### src/rtl/instr_sequencer.sv
// Phase sequencer for the multi-cycle RV32 datapath: FETCH/DECODE/EXEC/MEM/WB with memory stall and watchdog.
// Optional single-step debug support is compiled in when SINGLE_STEP_EN is defined.
module instr_sequencer #(
  parameter int FETCH_CYCLES = 2,
  parameter int MEM_TIMEOUT  = 255
) (
  input  logic        clk,
  input  logic        rst,
  input  logic        run,
  input  logic        mem_access,
  input  logic        mem_ready,
  input  logic        halt_req,
`ifdef SINGLE_STEP_EN
  input  logic        step_mode,
  input  logic        step,
`endif
  output logic        ir_load,
  output logic        mem_req,
  output logic        reg_we_en,
  output logic        pc_en,
  output logic        busy,
  output logic        halted,
  output logic        mem_fault,
  output logic [2:0]  phase,
  output logic [31:0] instr_count
);

  // state  | meaning
  // IDLE   | waiting for run (or a step edge)
  // FETCH  | instruction ROM read, FETCH_CYCLES long
  // DECODE | decode
  // EXEC   | execute, samples mem_access
  // MEM    | data memory/IO request until mem_ready or watchdog
  // WB     | register write-back, PC update, samples halt_req
  // HALT   | absorbing, left only through rst
  typedef enum logic [2:0] {
    IDLE   = 3'd0,
    FETCH  = 3'd1,
    DECODE = 3'd2,
    EXEC   = 3'd3,
    MEM    = 3'd4,
    WB     = 3'd5,
    HALT   = 3'd6
  } state_t;

  localparam int FW = (FETCH_CYCLES > 1) ? $clog2(FETCH_CYCLES) : 1;
  localparam logic [FW-1:0] FETCH_LAST = FW'(FETCH_CYCLES - 1);
  localparam logic [15:0]   WAIT_LAST  = 16'(MEM_TIMEOUT - 1);

  state_t        state;
  logic [FW-1:0] fetch_cnt;
  logic [15:0]   wait_cnt;
  logic          start;
  logic          cont;

`ifdef SINGLE_STEP_EN
  logic step_prev;
  logic step_edge;

  // Step edges are only consulted in IDLE, so edges while busy are dropped.
  assign step_edge = step & ~step_prev;
  assign start     = step_mode ? step_edge : run;
  assign cont      = step_mode ? 1'b0 : run;
`else
  assign start = run;
  assign cont  = run;
`endif

  always_ff @(posedge clk or posedge rst) begin
    if (rst) begin
      state       <= IDLE;
      fetch_cnt   <= '0;
      wait_cnt    <= '0;
      instr_count <= '0;
      mem_fault   <= 1'b0;
`ifdef SINGLE_STEP_EN
      step_prev   <= 1'b0;
`endif
    end else begin
`ifdef SINGLE_STEP_EN
      step_prev <= step;
`endif
      case (state)
        IDLE: begin
          fetch_cnt <= '0;
          if (start) state <= FETCH;
        end
        FETCH: begin
          if (fetch_cnt == FETCH_LAST) begin
            fetch_cnt <= '0;
            state     <= DECODE;
          end else begin
            fetch_cnt <= fetch_cnt + 1'b1;
          end
        end
        DECODE: state <= EXEC;
        EXEC: begin
          wait_cnt <= '0;
          state    <= mem_access ? MEM : WB;
        end
        MEM: begin
          if (mem_ready) begin
            wait_cnt <= '0;
            state    <= WB;
          end else if (wait_cnt == WAIT_LAST) begin
            wait_cnt  <= '0;
            mem_fault <= 1'b1;
            state     <= HALT;
          end else begin
            wait_cnt <= wait_cnt + 16'd1;
          end
        end
        WB: begin
          instr_count <= instr_count + 32'd1;
          if (halt_req)  state <= HALT;
          else if (cont) state <= FETCH;
          else           state <= IDLE;
        end
        HALT: state <= HALT;
        default: state <= IDLE;
      endcase
    end
  end

  assign phase     = state;
  assign ir_load   = (state == FETCH) && (fetch_cnt == FETCH_LAST);
  assign mem_req   = (state == MEM);
  assign reg_we_en = (state == WB);
  // halt_req is judged in the WB cycle itself, so it has to gate the PC pulse directly.
  assign pc_en     = (state == WB) && !halt_req;
  assign busy      = (state != IDLE) && (state != HALT);
  assign halted    = (state == HALT);

endmodule

### config.mk
export PLATFORM = sky130hd
export DESIGN_NAME = instr_sequencer
export DESIGN_NICKNAME = d
export VERILOG_FILES = /design/src/rtl/instr_sequencer.sv
export SDC_FILE = /design/constraint.sdc
export NUM_CORES = 1
export LEC_CHECK = 0
export ABC_AREA = 1
export CORE_ASPECT_RATIO = 0.7
export CORE_UTILIZATION = 58
export CTS_CLUSTER_DIAMETER = 100
export CTS_CLUSTER_SIZE = 30
export DETAILED_ROUTE_END_ITERATION = 7
export PLACE_DENSITY = 0.95
export SLEW_MARGIN = 40
export SYNTH_ARGS = -nofsm -noshare
export SYNTH_HDL_FRONTEND = slang
export SYNTH_SLANG_ARGS = --single-unit
### constraint.sdc
create_clock -name clk -period 2.8 [get_ports clk]
set_clock_uncertainty 0.1 [all_clocks]
set_input_delay 0.42 -clock clk [delete_from_list [all_inputs] [get_ports clk]]
set_output_delay 0.42 -clock clk [all_outputs]
set_load 0.02 [all_outputs]
Word-level counts from Yosys, hierarchy flattened
Cells that the tools add are included. W data, S select, Z words.

Add/sub/neg operators: 3. $mul: 0. Divide/modulo/power cells: 0. Order comparisons: 0. Equal/unequal tests: 11. Shift-type cells: 0. Muxes and demuxes: 13. Bitwise gates (word level): 1. Reduce and logical (&&, ||, !) cells: 10.

Operator list (count): $add A32 B1 Y32 const B (1); $mux W16 (2); $pmux W16 S2 (1); $pmux W3 S7 (1); $add A16 B1 Y16 const B (1); $eq A16 B8 Y1 const B (1); $mux W3 (5); $eq A3 B3 Y1 const B (3); $eq A3 B2 Y1 const B (2); $reduce_and A3 Y1 (2); $ne A2 B2 Y1 const B (2); $reduce_bool A2 Y1 (2); $eq A3 B1 Y1 const B (1); $logic_and A1 B1 Y1 (3); $logic_not A3 Y1 (1); $mux W1 (3); $ne A3 B2 Y1 const B (1); $ne A3 B3 Y1 const B (1); $reduce_bool A3 Y1 (1); $pmux W1 S2 (1); $add A1 B1 Y1 const B (1); $logic_not A1 Y1 (1); $not A1 Y1 (1).

Register bits: 53. Latch bits: 0. Bits in writable memories: 0. Bits in read-only memories: 0. Output and inout bits: 42. Word-level logic and storage cells: 43. Memories kept: 0.

Logic depth before layout (Yosys ltp)
Depth after elaboration: 4. Depth in mapped cells: 9. Mapped depth without buffers: 9.

Least setup slack after synthesis
Ideal clock, no wire load.

Path kind: register to output. From: reg state[0], in the netlist phase[0]. To: out busy. Arrival time: 1237 ps. Setup slack: 1043 ps. Stages on the path, launching flop included: 5. Buffers on the path: 0. Cells stage by stage: dfrtp_1 -> inv_1 -> nand3_1 -> inv_1 -> a21oi_1.

Longest elaborated chain between the ends: 2. Elaborated cells on any way between the ends: 3. Those cells by class: 1 x eq/ne; 2 x reduce/logical.

RTL lines: start, declared (RTL line 50) `state_t state;`; start signal, assigned (RTL line 99) `state <= mem_access ? MEM : WB;`; $ne A3 B3 Y1 or $reduce_bool A3 Y1 (tied branches) (RTL line 131) `assign busy = (state != IDLE) && (state != HALT);`; $logic_and A1 B1 Y1 * (RTL line 131); end, declared (RTL line 21) `output logic busy,`.

Every way passes the cells marked *; elsewhere a longest branch is shown, timed or not.

Final worst setup path
From: reg state[2], in the netlist phase[2]. To: out pc_en.

Longest elaborated chain between the ends: 2.

RTL lines: $eq A3 B3 Y1 (RTL line 130) `assign pc_en = (state == WB) && !halt_req;`; $logic_and A1 B1 Y1 (RTL line 130); end, declared (RTL line 20) `output logic pc_en,`.

Every way passes these cells.

==> impl_summary.txt <==
----------------------------------------------------
[Detailed routing]
  Detailed router's first-iteration violation count ... 237
  Residual DRC count ... 0
  Total vias in the final route ... 2733
  Detail-routed net length per standard cell ... 13.1 um
  Count of antenna-violating nets left after detailed routing ... 0
  Post-Route WL ... 6.68 mm
  First-pass DRT Iterations ... 5
  Via-per-instance ratio ... 5.36

[Synth]
  Post-synth top flop ... sky130_fd_sc_hd__dfrtp_1
  Total number of yosys warnings ... 0
  Distinct cell type count of the synthesized netlist ... 26
  Post-synth ARST share ... 1.00
  Post-synth top area share ... 0.449
  Sequential element share of the synthesized area ... 0.449
  Gate Count Post-Synth ... 387
  Post-synthesis area per instance ... 7.63 um2
  Number of enable flip-flop cells after synthesis ... 0
  Cell taking the most area after synthesis ... sky130_fd_sc_hd__dfrtp_1
  Most used standard cells in the synthesized netlist ... sky130_fd_sc_hd__nand2_1, sky130_fd_sc_hd__nor2_1, sky130_fd_sc_hd__dfrtp_1, sky130_fd_sc_hd__inv_1, sky130_fd_sc_hd__nand3_1
  Most common cell in the netlist ... sky130_fd_sc_hd__nand2_1
  Cells taking the most area after synthesis ... sky130_fd_sc_hd__dfrtp_1, sky130_fd_sc_hd__nand2_1, sky130_fd_sc_hd__nor2_1
  Mapped Nets ... 396
  Number of flip-flops and latches in the synthesized netlist ... 53
  Summed instance area of the synthesized netlist ... 2950 um2

[Clock network]
  Clock-pin transition on the worst setup and hold timing paths ... 0.10 ns
  Maximum clock path buffer count ... 2
  Setup fix buffers added after clock tree synthesis ... 0
  Number of sinks driven by the clock tree ... 53
  Number of gates resized after cts ... 0
  CTS root buf ... sky130_fd_sc_hd__clkbuf_8
  Hold-fix buffers, CTS ... 0
  TritonCTS Buffers ... 5
  TritonCTS clock tree ... built
  Clock latency of the later-clocked register in the worst-skew pair ... 0.32 ns
  H-tree level count ... 2

[Finish]
  Final nets ... 449
  Proportion of layout cells with a drive suffix above 1 ... 0.0703
  Synth-to-Final Area Change ... 21.5%
  Inserted Diodes ... 0

[Critical path]
  Reg-to-Reg End ... wait_cnt[7]$_DFFE_PP0N_
  Internal reg-to-reg setup slack ... 0.94 ns
  RR Startpoint ... phase[0]$_DFFE_PP0P_
  Data arrival at the endpoint of the critical path ... 1.97 ns
  Delay of the slowest critical-path stage ... 0.62 ns
  WP buf/inv ... 1
  Crit path required time ... 2.28 ns
  Max Fanout on Critical Path ... 9
  Startpoint Class ... flip-flop
  Endpoint class of the critical path ... output port
  Cell family with the largest share of critical-path delay ... buffers and inverters
  R2r worst-path depth ... 8
  Critical-path cell with the highest stage delay ... sky130_fd_sc_hd__clkdlybuf4s50_1
  Critical path type ... reg -> out
  Crit path cell chain ... nand3_2 -> nor2_1 -> clkdlybuf4s50_1

[Floorplanning]
  Core ar. ... 4830 um2
  Die X ... 87.3 um
  Effective utilization at floorplan ... 0.611
  Die Ht ... 61.7 um
  Row Count ... 21
  Total die area ... 5390 um2
  I/O pin total ... 48

[Global routing]
  Number of global-route vias before repair ... 2447
  Antenna violations before repair ... 0
  Remaining Overflow, GRT ... 0
  First-pass GRT wire length ... 11.0 mm
  Maximum number of pins on one net before global-route repair ... 54
  Combined global-route utilization of all metal layers ... 0.272

[STA]
  Pins over their slew limit ... 0
  Measured slew at the worst slew-check pin ... 0.665 ns
  # setup viols final ... 0
  Setup Total Neg Slack ... 0 ns
  Post-layout min period ... 2.49 ns
  Setup repair after global routing missed its margin ... false
  Hold WS ... 0.391 ns
  Portion of the clock cycle consumed by the worst path in the final layout ... 0.888
  Slew HR ... 0.556
  Max Clk Rate ... 402 MHz
  Hold violation count in the final report ... 0

[Power and ir drop]
  Worst-case vdd ir drop ... 0.262 mV
  Pwr Density ... 579 nW/um2
  Leakage power total ... 1.67 nW

[Hold path]
  Min-Delay Endpoint ... mem_fault$_DFFE_PP0P_
  Path type of the worst min-delay path ... reg -> reg
  Worst hold path cell count ... 1
  Startpoint of the worst hold path ... mem_fault$_DFFE_PP0P_

[Placed design]
  Total of buffers placed on input and output ports ... 47
  Detailed placer's ending HPWL ... 5.05 mm
  RePlAce Congestion ... 0.946

[Run status]
  Outcome ... finished clean

[Run]
  Max-cap violation count ... 0

----------------------------------------------------
sequential cells by signal, summed over array words and instances (netlist names):
name / count
fetch_cnt: 1
instr_count: 32
mem_fault: 1
phase: 3
wait_cnt: 16
cells by family (layout without fill, tap and decap cells):
| logic type | Yosys count | in the layout | share of synthesized area |
|---|---|---|---|
| compound gates | 15 | 15 | 0.0313 |
| xor+xnor | 26 | 26 | 0.0771 |
| fa+ha+maj | 3 | 3 | 0.0127 |
| buf+inv | 52 | 106 | 0.0707 |
| flops | 53 | 53 | 0.449 |
| simple gates | 238 | 238 | 0.359 |
metal layers:
layer | part of all wire | vias up | routed length, um | global-route usage
met5 | 0 | - | 0 | 0
met1 | 0.46 | 1274 | 3050 | 0.391
li1 | - | 1315 | - | -
met2 | 0.45 | 136 | 2990 | 0.423
met4 | 0.0054 | 0 | 36 | 0.0843
met3 | 0.091 | 8 | 605 | 0.0528
worst max path at each step:
stage                                     from               endpoint  cells after the start
after global routing      phase[2]$_DFFE_PP0P_                  pc_en                      3
final                     phase[2]$_DFFE_PP0P_                  pc_en                      3
after CTS                 phase[2]$_DFFE_PP0P_                  pc_en                      3
after global placement                halt_req                  pc_en                      3
after detailed placement  phase[2]$_DFFE_PP0P_                  pc_en                      3
after floorplan                            rst  fetch_cnt$_DFFE_PP0P_                      1
report_power, final:
part / total (mW) / leakage [nW] / switching (mW) / internal [mW]
combinational: 0.680 / 0.904 / 0.417 / 0.263
clock: 0.446 / 0.0364 / 0.270 / 0.176
sequential: 0.952 / 0.727 / 0.112 / 0.840
total: 2.08 / 1.67 / 0.799 / 1.28
per-stage QoR:
stage	worst slack [ns]	utilization	cells	area [um2]	power, mW
CTS	0.315	0.742	510	3590	2.08
global route	0.208	0.742	510	3590	2.20
detailed placement	0.658	0.723	502	3500	1.64
floorplan	0.994	-	387	2950	1.41
finish	0.315	0.742	510	3590	2.08
global placement	0.684	0.723	502	3500	1.61
layout make-up:
class                   instances  area, um2
repair buffers                 48        478
clock buffers                   5       68.8
multi-input cells             282       1420
fillers                       385       1250
flip-flops and latches         53       1330
clock inverters                 3       22.5
well taps                      69       86.3
inverters                      50        188
placed cells by master (no fill, tap or decap), types with 4 or more instances in the layout:
master / instances
sky130_fd_sc_hd__nand2_1: 107
sky130_fd_sc_hd__xor2_1: 14
sky130_fd_sc_hd__nor2_2: 4
sky130_fd_sc_hd__inv_1: 47
sky130_fd_sc_hd__o21ai_0: 7
sky130_fd_sc_hd__nor2_1: 61
sky130_fd_sc_hd__nand2_2: 6
sky130_fd_sc_hd__clkbuf_8: 5
sky130_fd_sc_hd__xnor2_1: 12
sky130_fd_sc_hd__nor2_4: 5
sky130_fd_sc_hd__dfrtp_1: 53
sky130_fd_sc_hd__clkdlybuf4s50_1: 47
sky130_fd_sc_hd__nor3_1: 4
sky130_fd_sc_hd__nand3_1: 31
sky130_fd_sc_hd__nand4_1: 16
Power figures use the tool's default switching activity.
